==> src/rtl/seg_scan_pkg.sv <==
// seg_scan_pkg
//   Shared types and sizing helpers for the seven-segment scan controller.
//   - state_t     : scan FSM states (idle / blanking gap / digit on)
//   - NIB_W       : width of one hex nibble
//   - cnt_width() : bits needed for a slot counter running 0..div-1
//   - idx_width() : bits needed for a digit index running 0..ndig-1
package seg_scan_pkg;

  localparam int NIB_W = 4;

  typedef enum logic [1:0] {
    S_IDLE  = 2'd0,
    S_BLANK = 2'd1,
    S_ON    = 2'd2
  } state_t;

  function automatic int cnt_width(input int div);
    return (div > 2) ? $clog2(div) : 1;
  endfunction

  function automatic int idx_width(input int ndig);
    return (ndig > 2) ? $clog2(ndig) : 1;
  endfunction

endpackage

==> src/rtl/seg_scan_ctrl_if.sv <==
// seg_scan_ctrl_if
//   Load/ready handshake carrying a new display value into the scan controller.
//   Ports (signals):
//     load    : producer requests transfer of val/dp_mask
//     ready   : consumer has no committed update pending
//     val     : hex nibbles, digit i = val[4i+3:4i], digit 0 rightmost
//     dp_mask : 1 = decimal point lit on digit i
//   Handshake: a transfer happens on a rising clk edge where load=1 and ready=1.
//   load while ready=0 is simply ignored (no queueing); the producer may drop
//   load at any time and val/dp_mask only need to be stable on the transfer edge.
//   Modports: master = producer, slave = seg_scan_ctrl.
interface seg_scan_ctrl_if #(
  parameter int NDIG = 4
);
  logic                load;
  logic                ready;
  logic [4*NDIG-1:0]   val;
  logic [NDIG-1:0]     dp_mask;

  modport master (output load, output val, output dp_mask, input ready);
  modport slave  (input load, input val, input dp_mask, output ready);
endinterface

==> src/rtl/seg_scan_tick.sv <==
// seg_scan_tick
//   Slot counter for the scan controller. Counts 0..DIV-1 while run=1 and
//   wraps to 0; held at 0 while run=0 so every slot starts from a clean count.
//   Ports:
//     clk, rst    : clock, asynchronous active-high reset
//     run         : 1 = counting (scan active), 0 = clear
//     blank_done  : strobe on the last blanking cycle of a slot (cnt==BLANK-1)
//     slot_end    : strobe on the last cycle of a slot (cnt==DIV-1)
module seg_scan_tick
  import seg_scan_pkg::*;
#(
  parameter int DIV   = 50000,
  parameter int BLANK = 500
) (
  input  logic clk,
  input  logic rst,
  input  logic run,
  output logic blank_done,
  output logic slot_end
);

  localparam int CW = cnt_width(DIV);

  logic [CW-1:0] cnt;

  always_ff @(posedge clk or posedge rst) begin
    if (rst) begin
      cnt <= '0;
    end else if (!run) begin
      cnt <= '0;
    end else if (cnt == CW'(DIV - 1)) begin
      cnt <= '0;
    end else begin
      cnt <= cnt + CW'(1);
    end
  end

  assign blank_done = run && (cnt == CW'(BLANK - 1));
  assign slot_end   = run && (cnt == CW'(DIV - 1));

endmodule

==> src/rtl/seg_scan_ctrl.sv <==
// seg_scan_ctrl
//   Time-multiplexed scan controller for NDIG common-anode 7-segment digits
//   sharing one external hex->segment decoder. A new value is latched through
//   the load/ready handshake into a shadow register and copied to the display
//   registers only at a frame boundary (or while idle), so a frame never shows
//   a mix of old and new digits.
//   Each digit slot is DIV cycles: BLANK cycles with all anodes off, then the
//   digit's anode is driven low for the rest of the slot.
//   Ports:
//     clk, rst   : clock, asynchronous active-high reset
//     en         : 1 = scanning, 0 = display dark
//     bus        : seg_scan_ctrl_if.slave (load, ready, val, dp_mask)
//     nib        : nibble of the current digit for the shared decoder
//     dp_n       : decimal point, active-low
//     an_n       : anode enables, active-low, at most one low
//     dbg_state  : current FSM state, for observation only
//   Build option: LEADING_ZERO_BLANK_EN blanks leading zero digits (digit 0
//   always lit; a lit decimal point keeps its digit and all lower ones lit).
module seg_scan_ctrl
  import seg_scan_pkg::*;
#(
  parameter int NDIG  = 4,
  parameter int DIV   = 50000,
  parameter int BLANK = 500
) (
  input  logic             clk,
  input  logic             rst,
  input  logic             en,
  seg_scan_ctrl_if.slave   bus,
  output logic [NIB_W-1:0] nib,
  output logic             dp_n,
  output logic [NDIG-1:0]  an_n,
  output state_t           dbg_state
);

  localparam int IW = idx_width(NDIG);
  localparam int VW = NIB_W * NDIG;

  state_t            state;
  state_t            state_nx;
  logic [IW-1:0]     idx;
  logic [IW-1:0]     idx_nx;
  logic              ready_q;
  logic [VW-1:0]     shadow_val;
  logic [NDIG-1:0]   shadow_dp;
  logic [VW-1:0]     disp_val;
  logic [NDIG-1:0]   disp_dp;
  logic [VW-1:0]     disp_val_nx;
  logic [NDIG-1:0]   disp_dp_nx;
  logic              accept;
  logic              commit;
  logic              run;
  logic              blank_done;
  logic              slot_end;
  logic [NDIG-1:0]   lit;
  logic [NDIG-1:0]   an_n_nx;
  logic [NIB_W-1:0]  nib_nx;
  logic              dp_n_nx;

  assign run = en && (state != S_IDLE);

  seg_scan_tick #(
    .DIV   (DIV),
    .BLANK (BLANK)
  ) u_tick (
    .clk        (clk),
    .rst        (rst),
    .run        (run),
    .blank_done (blank_done),
    .slot_end   (slot_end)
  );

  // Next-state logic. en=0 wins from any state and restarts at digit 0.
  always_comb begin
    state_nx = state;
    idx_nx   = idx;
    if (!en) begin
      state_nx = S_IDLE;
      idx_nx   = '0;
    end else begin
      case (state)
        S_IDLE: begin
          state_nx = S_BLANK;
          idx_nx   = '0;
        end
        S_BLANK: begin
          if (blank_done) state_nx = S_ON;
        end
        S_ON: begin
          if (slot_end) begin
            state_nx = S_BLANK;
            idx_nx   = (idx == IW'(NDIG - 1)) ? '0 : idx + IW'(1);
          end
        end
        default: begin
          state_nx = S_IDLE;
          idx_nx   = '0;
        end
      endcase
    end
  end

  // A pending update is committed while idle, or on the wrap from the last
  // digit back into the blanking gap of digit 0 (frame start). IDLE->BLANK is
  // already covered by the idle term.
  assign accept = bus.load && ready_q;
  assign commit = !ready_q &&
                  ((state == S_IDLE) ||
                   ((state == S_ON) && (state_nx == S_BLANK) && (idx_nx == '0)));

  assign disp_val_nx = commit ? shadow_val : disp_val;
  assign disp_dp_nx  = commit ? shadow_dp  : disp_dp;

`ifdef LEADING_ZERO_BLANK_EN
  // Walk from the most significant digit down: once a non-zero nibble or a
  // lit decimal point is seen, that digit and everything below it is lit.
  logic lz_any;
  always_comb begin
    lit    = '0;
    lz_any = 1'b0;
    for (int i = NDIG - 1; i >= 0; i--) begin
      lz_any = lz_any | (|disp_val_nx[NIB_W*i +: NIB_W]) | disp_dp_nx[i];
      lit[i] = lz_any || (i == 0);
    end
  end
`else
  assign lit = '1;
`endif

  // Outputs are computed from next-state values and registered, so they
  // change on the same edge as the state that causes them. nib/dp_n already
  // show the digit during its blanking gap so the decoder has settled.
  always_comb begin
    nib_nx  = '0;
    dp_n_nx = 1'b1;
    an_n_nx = '1;
    for (int i = 0; i < NDIG; i++) begin
      if (idx_nx == IW'(i)) begin
        nib_nx  = disp_val_nx[NIB_W*i +: NIB_W];
        dp_n_nx = ~disp_dp_nx[i];
        if ((state_nx == S_ON) && lit[i]) an_n_nx[i] = 1'b0;
      end
    end
  end

  always_ff @(posedge clk or posedge rst) begin
    if (rst) begin
      state      <= S_IDLE;
      idx        <= '0;
      ready_q    <= 1'b1;
      shadow_val <= '0;
      shadow_dp  <= '0;
      disp_val   <= '0;
      disp_dp    <= '0;
      an_n       <= '1;
      nib        <= '0;
      dp_n       <= 1'b1;
    end else begin
      state    <= state_nx;
      idx      <= idx_nx;
      disp_val <= disp_val_nx;
      disp_dp  <= disp_dp_nx;
      if (accept) begin
        shadow_val <= bus.val;
        shadow_dp  <= bus.dp_mask;
        ready_q    <= 1'b0;
      end else if (commit) begin
        ready_q <= 1'b1;
      end
      an_n <= an_n_nx;
      nib  <= nib_nx;
      dp_n <= dp_n_nx;
    end
  end

  assign bus.ready = ready_q;
  assign dbg_state = state;

endmodule

==> src/flat_wrapper.sv <==
// flat-port wrapper written by rule: the top's interface ports become plain ports
module seg_scan_ctrl_flat import seg_scan_pkg::*;
#(
  parameter int NDIG  = 4,
  parameter int DIV   = 50000,
  parameter int BLANK = 500
)
  (clk, rst, en, nib, dp_n, an_n, dbg_state, bus_load, bus_val, bus_dp_mask, bus_ready);
  seg_scan_ctrl_if #(.NDIG(NDIG)) bus_i ();
  input  logic clk;
  input  logic rst;
  input  logic en;
  output logic [NIB_W-1:0] nib;
  output logic dp_n;
  output logic [NDIG-1:0] an_n;
  output state_t dbg_state;
  input wire logic [$bits(bus_i.load)-1:0] bus_load;
  input wire logic [$bits(bus_i.val)-1:0] bus_val;
  input wire logic [$bits(bus_i.dp_mask)-1:0] bus_dp_mask;
  output wire logic [$bits(bus_i.ready)-1:0] bus_ready;
  assign bus_i.load = bus_load;
  assign bus_i.val = bus_val;
  assign bus_i.dp_mask = bus_dp_mask;
  assign bus_ready = bus_i.ready;
  seg_scan_ctrl #(.NDIG(NDIG), .DIV(DIV), .BLANK(BLANK)) u_core (.clk(clk), .rst(rst), .en(en), .bus(bus_i), .nib(nib), .dp_n(dp_n), .an_n(an_n), .dbg_state(dbg_state));
endmodule
==> config.mk <==
export PLATFORM = sky130hd
export DESIGN_NAME = seg_scan_ctrl_flat
export DESIGN_NICKNAME = d
export VERILOG_FILES = /design/src/rtl/seg_scan_pkg.sv /design/src/rtl/seg_scan_ctrl_if.sv /design/src/rtl/seg_scan_tick.sv /design/src/rtl/seg_scan_ctrl.sv /design/src/flat_wrapper.sv
export SDC_FILE = /design/constraint.sdc
export NUM_CORES = 1
export LEC_CHECK = 0
export BUFFER_PORTS_ARGS = -buffer_cell sky130_fd_sc_hd__buf_2
export CORE_ASPECT_RATIO = 0.9
export CORE_MARGIN = 4
export CORE_UTILIZATION = 55
export CTS_BUF_LIST = sky130_fd_sc_hd__clkbuf_2 sky130_fd_sc_hd__clkbuf_4 sky130_fd_sc_hd__clkbuf_8
export CTS_CLUSTER_DIAMETER = 120
export DETAILED_ROUTE_END_ITERATION = 10
export PLACE_DENSITY = 0.72
export SLEW_MARGIN = 10
export SYNTH_ARGS = -nofsm -noshare
export SYNTH_HDL_FRONTEND = slang
export SYNTH_HIERARCHICAL = 1
export SYNTH_SLANG_ARGS = --single-unit
==> constraint.sdc <==
create_clock -name clk -period 4 [get_ports clk]
set_input_delay 1 -clock clk [delete_from_list [all_inputs] [get_ports clk]]
set_output_delay 1 -clock clk [all_outputs]
set_load 0.02 [all_outputs]
### After elaboration in Yosys (flattened, before gate mapping)

Cells that the tools add are included.

* register bits after elaboration: 70
* bits of input ports: 24
* output and inout bits: 12
* logic and storage cells: 67

* add/subtract/negate cells: 2
* equal/unequal tests: 10
* multiplexer cells: 27
* bitwise operators: 4
* reductions and logical operators: 13

Operator list (count)
* $mux W16: 3
* $mux W4: 5
* $add A16 B1 Y16 const B: 1
* $eq A16 B16 Y1 const B: 1
* $eq A16 B9 Y1 const B: 1
* $mux W2: 6
* $mux W1: 11
* $eq A2 B2 Y1 const B: 5
* $logic_and A1 B1 Y1: 7
* $eq A2 B1 Y1 const B: 3
* $pmux W2 S3: 1
* $logic_not A2 Y1: 2
* $not A1 Y1: 4
* $pmux W2 S2: 1
* $reduce_bool A2 Y1: 2
* $add A2 B1 Y2 const B: 1
* $logic_not A1 Y1: 1
* $logic_or A1 B1 Y1: 1

### Longest topological paths before layout

Gate-level depths: netlist of run 1.

* depth in word-level cells: 17
* mapped depth: 13
* gate-level depth less buffers: 12

### By module

The synthesis of run 1 kept the hierarchy.

Modules (own cells, without submodules)
* seg_scan_ctrl: times used 1, cells an instance 202, area an instance 2588.7 um^2, seq. area each 1358.8 um^2
* seg_scan_tick: times used 1, cells an instance 88, area an instance 868.3 um^2, seq. area each 400.4 um^2

### Worst setup path before layout of run 1

No wires, ideal clock.

* kind: input-to-reg
* start: in en
* end: reg u_core.disp_dp[0]
* setup time: 0.125 ns
* arrival: 3.007 ns
* required time: 3.875 ns
* setup slack: 0.868 ns
* cell stages on the path: 10
* buffers on the path: 1
* path through: nor2b_1 -> nand2_1 -> nor3_1 -> xor2_1 -> a22o_2 -> nand3_4 -> and2_4 -> a21oi_4 -> buf_6 -> mux2_4

* cells in the longest elaborated chain, start to end: 11
* elaborated cells between the ends (all ways): 17
* classes of those cells: 1 x eq/ne; 8 x mux; 8 x reduce/logical

Ends and longest elaborated chain
* from (decl): line flat_wrapper.sv:12 `input logic en;`
* $logic_and A1 B1 Y1 *: line seg_scan_ctrl.sv:60 `assign run = en && (state != S_IDLE);`
* $logic_and A1 B1 Y1 *: line seg_scan_tick.sv:39 `assign slot_end = run && (cnt == CW'(DIV - 1));`
* named net u_core.slot_end: line seg_scan_ctrl.sv:54 `logic slot_end;`
* $mux W2: line seg_scan_ctrl.sv:90 `if (slot_end) begin`
* $pmux W2 S3: line seg_scan_ctrl.sv:81 `case (state)`
* $mux W2: line seg_scan_ctrl.sv:77 `if (!en) begin`
* $eq A2 B1 Y1: line seg_scan_ctrl.sv:109 `((state == S_ON) && (state_nx == S_BLANK) && (idx_nx == '0)));`
* $logic_and A1 B1 Y1: line seg_scan_ctrl.sv:109
* $logic_and A1 B1 Y1 *: line seg_scan_ctrl.sv:109
* $logic_or A1 B1 Y1 *: line seg_scan_ctrl.sv:108 `((state == S_IDLE) ||`
* $logic_and A1 B1 Y1 *: line seg_scan_ctrl.sv:107 `assign commit = !ready_q &&`
* $mux W4 *: line seg_scan_ctrl.sv:112 `assign disp_dp_nx = commit ? shadow_dp : disp_dp;`
* named net u_core.disp_dp_nx[0]: line seg_scan_ctrl.sv:49 `logic [NDIG-1:0] disp_dp_nx;`
* to (signal assigned): line seg_scan_ctrl.sv:162 `disp_dp <= disp_dp_nx;`
* to (decl): line seg_scan_ctrl.sv:47 `logic [NDIG-1:0] disp_dp;`

The timed path passes the listed nets; every way through them passes the cells marked *.
A chain may end at the register's enable or synchronous reset.

### Worst setup path in the final report of run 1

* start: reg u_core.u_tick.cnt[0]
* end: reg u_core.disp_dp[3]

* cells in the longest elaborated chain, start to end: 11
* elaborated cells between the ends (all ways): 18
* classes of those cells: 3 x eq/ne; 8 x mux; 7 x reduce/logical

Ends and longest elaborated chain
* from (decl): line seg_scan_tick.sv:24 `logic [CW-1:0] cnt;`
* from (signal assigned): line seg_scan_tick.sv:34 `cnt <= cnt + CW'(1);`
* $eq A16 B16 Y1 *: line seg_scan_tick.sv:39
* $logic_and A1 B1 Y1 *: line seg_scan_tick.sv:39
* named net u_core.slot_end: line seg_scan_ctrl.sv:54
* $mux W2: line seg_scan_ctrl.sv:90
* $pmux W2 S3: line seg_scan_ctrl.sv:81
* $mux W2: line seg_scan_ctrl.sv:77
* $eq A2 B1 Y1: line seg_scan_ctrl.sv:109
* $logic_and A1 B1 Y1: line seg_scan_ctrl.sv:109
* $logic_and A1 B1 Y1 *: line seg_scan_ctrl.sv:109
* $logic_or A1 B1 Y1 *: line seg_scan_ctrl.sv:108
* $logic_and A1 B1 Y1 *: line seg_scan_ctrl.sv:107
* $mux W4 *: line seg_scan_ctrl.sv:112
* named net u_core.disp_dp_nx[3]: line seg_scan_ctrl.sv:49

Marks and branches as above.

==> metrics.txt, run 1 <==
status=finished clean; via count=2251; grt ovf=0; VDD IR-drop max=336 uV; Placer Congestion=0.859; Die W=91.6 um; post-CTS resize count=0; Fmax=288 MHz; main flop type after synthesis=dfrtp_1; dominant cells by area after synthesis=dfrtp_1 46%, mux2_2 8.8%, mux2_4 8.3%; Pre-antenna DRT Iters=4; # clock sinks=70; Clock Latency Late Sink=0.34 ns; Tightest Pin Transition=0.883 ns; min Tclk post-route=3.47 ns; Setup Skew=0.0103 ns; Area Overhead vs Synth=13.3%; yosys warns=6; WL/cell=15.6 um; data required time of the worst path=4.23 ns; RSZ-0062 raised after global routing=no; crit path DAT=3.70 ns; slew margin rel.=41.1%; Final Setup Violations=0; H-tree Lvls=3; Yosys cell types=49; vias in the first global route=2205; hold_buf cts=0; Startpoint Class=register; first-pass GRT wire length=11300 um; Seq/Total Area, Yosys=50.9%; Post-Route Utilization=64.1%; reg-to-reg startpoint=u_core/u_tick/cnt[0]; Setup crit start=u_core/u_tick/cnt[0]; Final ANT Viol Nets=0; FP Rows=27; Synth area leader=dfrtp_1; syn nets=320; Slew Viols, Final=0; crit-path max FO=15; Diodes inserted=0; nets=358; Initial Utilization=56.5%; setup TNS=0 ns; Final Hold Vio Count=0; Die Y-Extent=83.2 um; Synth Cell Area=0.00346 mm2; Mapped Cells=290; max cap viols=0; Via-to-Cell Ratio=5.36; clk buf depth=2; Setup Crit Path Kind=register to register; hpwl dp=4490 um; Synth top cells by count=64 x dfrtp_1, 34 x nand2_1, 27 x mux2_2; PwrDens=556 mW/mm2; IO Count=36; cell leakage power=1.74 nW; GRT Util Overall=19.0%; Avg Synthesized Cell Area=11.9 um2; crit end category=register; post-CTS setup buffers=0; Post-synth EDFFs=0; flops & latches, synth=70; most common cell in the netlist=dfrtp_1; ys async rst share=100%; core area=0.00611 mm2; cts bufs inserted=9; Root Buffer=clkbuf_8; period utilization=86.8%; Die Area=0.00762 mm2; worst hold path class=register to register; CTS tree=yes; share of cells above drive strength 1=35.4%; Port Buf Inserts=35; initial DRC count=128; largest net degree at the start of global routing=55; clock slew at reported path FFs=0.07 ns; routed wire length=6550 um; initial antenna violation count=0; hold path start=u_core/u_tick/cnt[0]; DRC=0; R2R setup slack=0.53 ns; top-area cell type share of the netlist area=46.3%
[registers in the layout (all words and copies together) (netlist names)]
name               flops
u_core/dp_n            1
u_core/u_tick/cnt     16
u_core/an_n            4
u_core/disp_val       16
u_core/idx             2
u_core/shadow_val     16
u_core/disp_dp         4
u_core/nib             4
u_core/bus.ready       1
u_core/shadow_dp       4
u_core/dbg_state       2
[per-layer routing]
metal	global-route usage, %	vias up	routed length, um
met5	0	-	0
met4	5.75	0	59
met3	5.98	6	445
met2	26.8	77	2900
met1	27.9	1059	3140
li1	-	1109	-
[stage by stage]
stage | instance area, um2 | total power [mW] | std cells | worst slack (ns) | hold slack [ns]
final | 3920 | 2.18 | 420 | 0.527 | 0.492
after global routing | 3920 | 2.31 | 420 | 0.283 | 0.523
after CTS | 3920 | 2.20 | 420 | 0.515 | 0.494
after detailed placement | 3710 | 1.61 | 404 | 0.340 | 0.485
after global placement | 3710 | 1.58 | 404 | 0.485 | 0.478
after floorplan | 3460 | 1.46 | 290 | 0.868 | 0.450
[layout by cell type (no fill, tap or decap), drive strengths merged, types with 6 or more instances in the layout]
cell    instances
dfrtp          64
mux2           46
buf            39
nand2          34
nor2           24
clkbuf         11
nand3          10
inv             9
xnor2           8
a21oi           8
nand4           8
xor2            7
ha              6
dfstp           6
nor4            6
[power by group]
part | internal, mW | switching [mW] | total [mW]
clock network | 0.321 | 0.263 | 0.584
logic | 0.323 | 0.216 | 0.538
registers | 0.916 | 0.139 | 1.05
total | 1.56 | 0.618 | 2.18
[critical path, stage by stage (launching register included)]
cell     delay [ns]
dfrtp_1        0.39
ha_1           0.23
and3_1         0.38
nand4_4        0.15
nor3_1         0.23
buf_4          0.18
xor2_1         0.14
a22o_2         0.17
nand3_4        0.20
and2_4         0.26
a21oi_4        0.46
buf_12         0.23
mux2_2         0.34
[path summary, 6_finish.rpt]
kind	to	depth (start not counted)
worst max-delay path	u_core/disp_dp[3]	12
min in group asynchronous	u_core/u_tick/cnt[15]	2
max in group asynchronous	u_core/nib[0]	2
worst max register to register	u_core/disp_dp[3]	12
worst min-delay path	u_core/u_tick/cnt[0]	1
worst min register to register	u_core/u_tick/cnt[0]	1
[final cells by class]
type | count | area (um2)
Inverter | 10 | 38.8
Sequential cell | 70 | 1760
Timing Repair Buffer | 39 | 218
Tap cell | 87 | 109
Clock inverter | 5 | 57.6
Clock buffer | 11 | 151
Multi-Input combinational cell | 198 | 1580
Fill cell | 478 | 2200
[cells by family (layout without fill, tap and decap cells)]
group / count (synthesis) / in the layout / share of synthesized area (%)
AO/OA/AOI/OAI: 29 / 29 / 7.06
XOR/XNOR: 15 / 15 / 3.80
adder cells (fa/ha/maj): 6 / 6 / 2.17
buffers and inverters: 22 / 65 / 3.29
flip-flops: 70 / 70 / 50.9
multiplexers: 48 / 48 / 17.6
AND/OR/NAND/NOR: 100 / 100 / 15.2
(Power assumes the default switching activity.)
==> inputs of run 2 (changes only) <==
==> constraint.sdc (replaced) <==
create_clock -name clk -period 4 [get_ports clk]
set_input_delay 0.2 -clock clk [delete_from_list [all_inputs] [get_ports clk]]
set_output_delay 0.2 -clock clk [all_outputs]
set_load 0.02 [all_outputs]
==> metrics.txt, run 2 (synthesis gave the netlist of run 1 again) <==
Top Registers=u_core/disp_val x16, u_core/shadow_val x16, u_core/u_tick/cnt x16; GRT Util Overall=18.9% (-0.11 points); Diodes inserted=0 (unchanged); Final Setup Violations=0 (unchanged); Startpoint Class=register; Metal-1 WL=3220 um (+2.5%); Max Used Layer=met4; commonest non-fill, non-tap cells in the layout=64 x dfrtp_1, 35 x buf_2, 34 x nand2_1; grt ovf=0 (unchanged); hpwl dp=4580 um (+2.0%); met3 WL post-DR=374 um (-16%); final instance area=0.00399 mm2 (+1.8%); Root Buffer=clkbuf_8; Placer Congestion=0.882 (+2.7%); min Tclk post-route=3.40 ns (-0.0767 ns); crit path cell chain=inv_1 -> ha_1 -> nor2b_1 -> nand2_1 -> nor3_1 -> buf_4 -> xor2_1 -> a22o_2 -> nand3_4 -> and2_4 -> a21oi_4 -> buf_4 -> mux2_4; initial DRC count=222 (+73%); Final ANT Viol Nets=0 (unchanged); DRC=0 (unchanged); post-CTS setup buffers=0 (unchanged); Port Buf Inserts=35 (unchanged); # clock sinks=70 (unchanged); cell mode on critical path=buf_4; commonest non-fill, non-tap cell in the layout=dfrtp_1; Switching Fraction=27.6% (-0.81 points); data required time of the worst path=4.25 ns (+0.02 ns); cell leakage power=1.77 nW (+2.1%); Initial Utilization=56.5% (unchanged); share of cells above drive strength 1=35.6% (+0.17 points); Area Overhead vs Synth=15.4%; Die Y-Extent=83.2 um (unchanged); routed wire length=6610 um (+0.89%); Die W=91.6 um (unchanged); largest net degree at the start of global routing=55 (unchanged); Pint=1.66 mW (+6.3%); max cap viols=0 (unchanged); Clk pwr share=30.1% (+3.3 points); Setup Skew=0.0100 ns (-0.000311 ns); hold_buf cts=2 (+2); Flop pwr share=46.1% (-2.4 points); Post-DP Area=0.00372 mm2 (+0.40%); clk buf depth=2 (unchanged); worst hold path class=input pin to register; Fmax=294 MHz (+2.3%); Slew Viols, Final=0 (unchanged); Setup Crit Path Kind=register to register; Die Area=0.00762 mm2 (unchanged); crit end category=register; RSZ-0062 raised after global routing=no; PwrDens=574 mW/mm2 (+3.3%); Finished Layout Cells=424 (+0.95%); cts bufs inserted=9 (unchanged); period utilization=84.9% (-1.9 points); clock slew at reported path FFs=0.08 ns (about the same); CTS tree=yes; status=finished clean; crit path DAT=3.64 ns (-0.06 ns); CP max stage delay=0.46 ns (about the same); Psw=631 uW (+2.1%); core area=0.00611 mm2 (unchanged); setup TNS=0 ns (unchanged); Final Hold Vio Count=0 (unchanged); Pre-antenna DRT Iters=4 (unchanged); WL/cell=15.6 um (about the same); FP Rows=27 (unchanged); nets=362 (+1.1%); post-CTS resize count=0 (unchanged); IO Count=36 (unchanged); crit-path max FO=15 (unchanged); first-pass GRT wire length=11300 um (-0.67%); initial antenna violation count=0 (unchanged); slew margin rel.=37.9% (-3.2 points); via count=2309 (+2.6%); Via-to-Cell Ratio=5.45 (+1.6%); combinational power share=23.8% (-0.9 points); Clock Latency Late Sink=0.36 ns (+0.02 ns); Tightest Pin Transition=0.930 ns (+0.0470 ns); VDD IR-drop max=292 uV (-13%); vias in the first global route=2260 (+2.5%); CP max stage cell=dfrtp_1; H-tree Lvls=3 (unchanged); Routed met2 length=2870 um (-1.0%); Cells after DPL=406 (+0.50%)
==> run 2: final cells by class <==
cell class | instances | area, um2
Clock inverter | 7 | 123
Multi-Input combinational cell | 198 | 1580
Sequential cell | 70 | 1760
Fill cell | 490 | 2130
Clock buffer | 9 | 124
Timing Repair Buffer | 43 | 253
Inverter | 10 | 37.5
Tap cell | 87 | 109
==> run 2: layer usage <==
layer  global-route usage (%)  vias to the layer above
met3                     5.89                       14
met4                     7.53                        0
met2                     26.9                       59
met5                        0                        -
met1                     26.7                     1120
li1                         -                     1116
==> run 2: power by group through the flow <==
stage / registers [mW] / clock network (mW) / logic (mW)
floorplan: 1.05 / 0 / 0.408
global placement: 1.06 / 0 / 0.530
detailed placement: 1.06 / 0 / 0.547
CTS: 1.05 / 0.706 / 0.551
global route: 1.08 / 0.749 / 0.591
finish: 1.05 / 0.690 / 0.544
==> run 2: final timing paths <==
kind	startpoint	endpoint	slack (ns)	cells after the start
setup reg to reg	u_core/dbg_state[0]	u_core/disp_val[7]	0.60	13
hold reg to reg	u_core/u_tick/cnt[0]	u_core/u_tick/cnt[0]	0.48	1
min in group asynchronous	rst	u_core/u_tick/cnt[5]	0.47	3
setup / recovery	u_core/dbg_state[0]	u_core/disp_val[7]	0.60	13
max in group asynchronous	rst	u_core/shadow_val[5]	2.99	4
hold / removal	bus_val[12]	u_core/shadow_val[12]	0.07	2
==> run 2: stage by stage <==
step	util, %	power, mW	setup slack, ns	hold slack (ns)
after floorplan	-	1.46	1.02	0.114
after global placement	60.9	1.59	0.802	0.317
after detailed placement	60.9	1.61	0.587	0.325
after CTS	65.2	2.31	0.573	0.0553
after global routing	65.2	2.42	0.339	0.0526
final	65.2	2.29	0.604	0.0709
==> run 2: critical path, delay by kind of cell (launching register included) <==
family / cells / cell delay [ns]
XOR/XNOR: 1 / 0.16
AO/OA/AOI/OAI: 2 / 0.59
adder cells (fa/ha/maj): 1 / 0.25
flip-flops: 1 / 0.46
AND/OR/NAND/NOR: 5 / 1.02
buffers and inverters: 3 / 0.51
multiplexers: 1 / 0.30
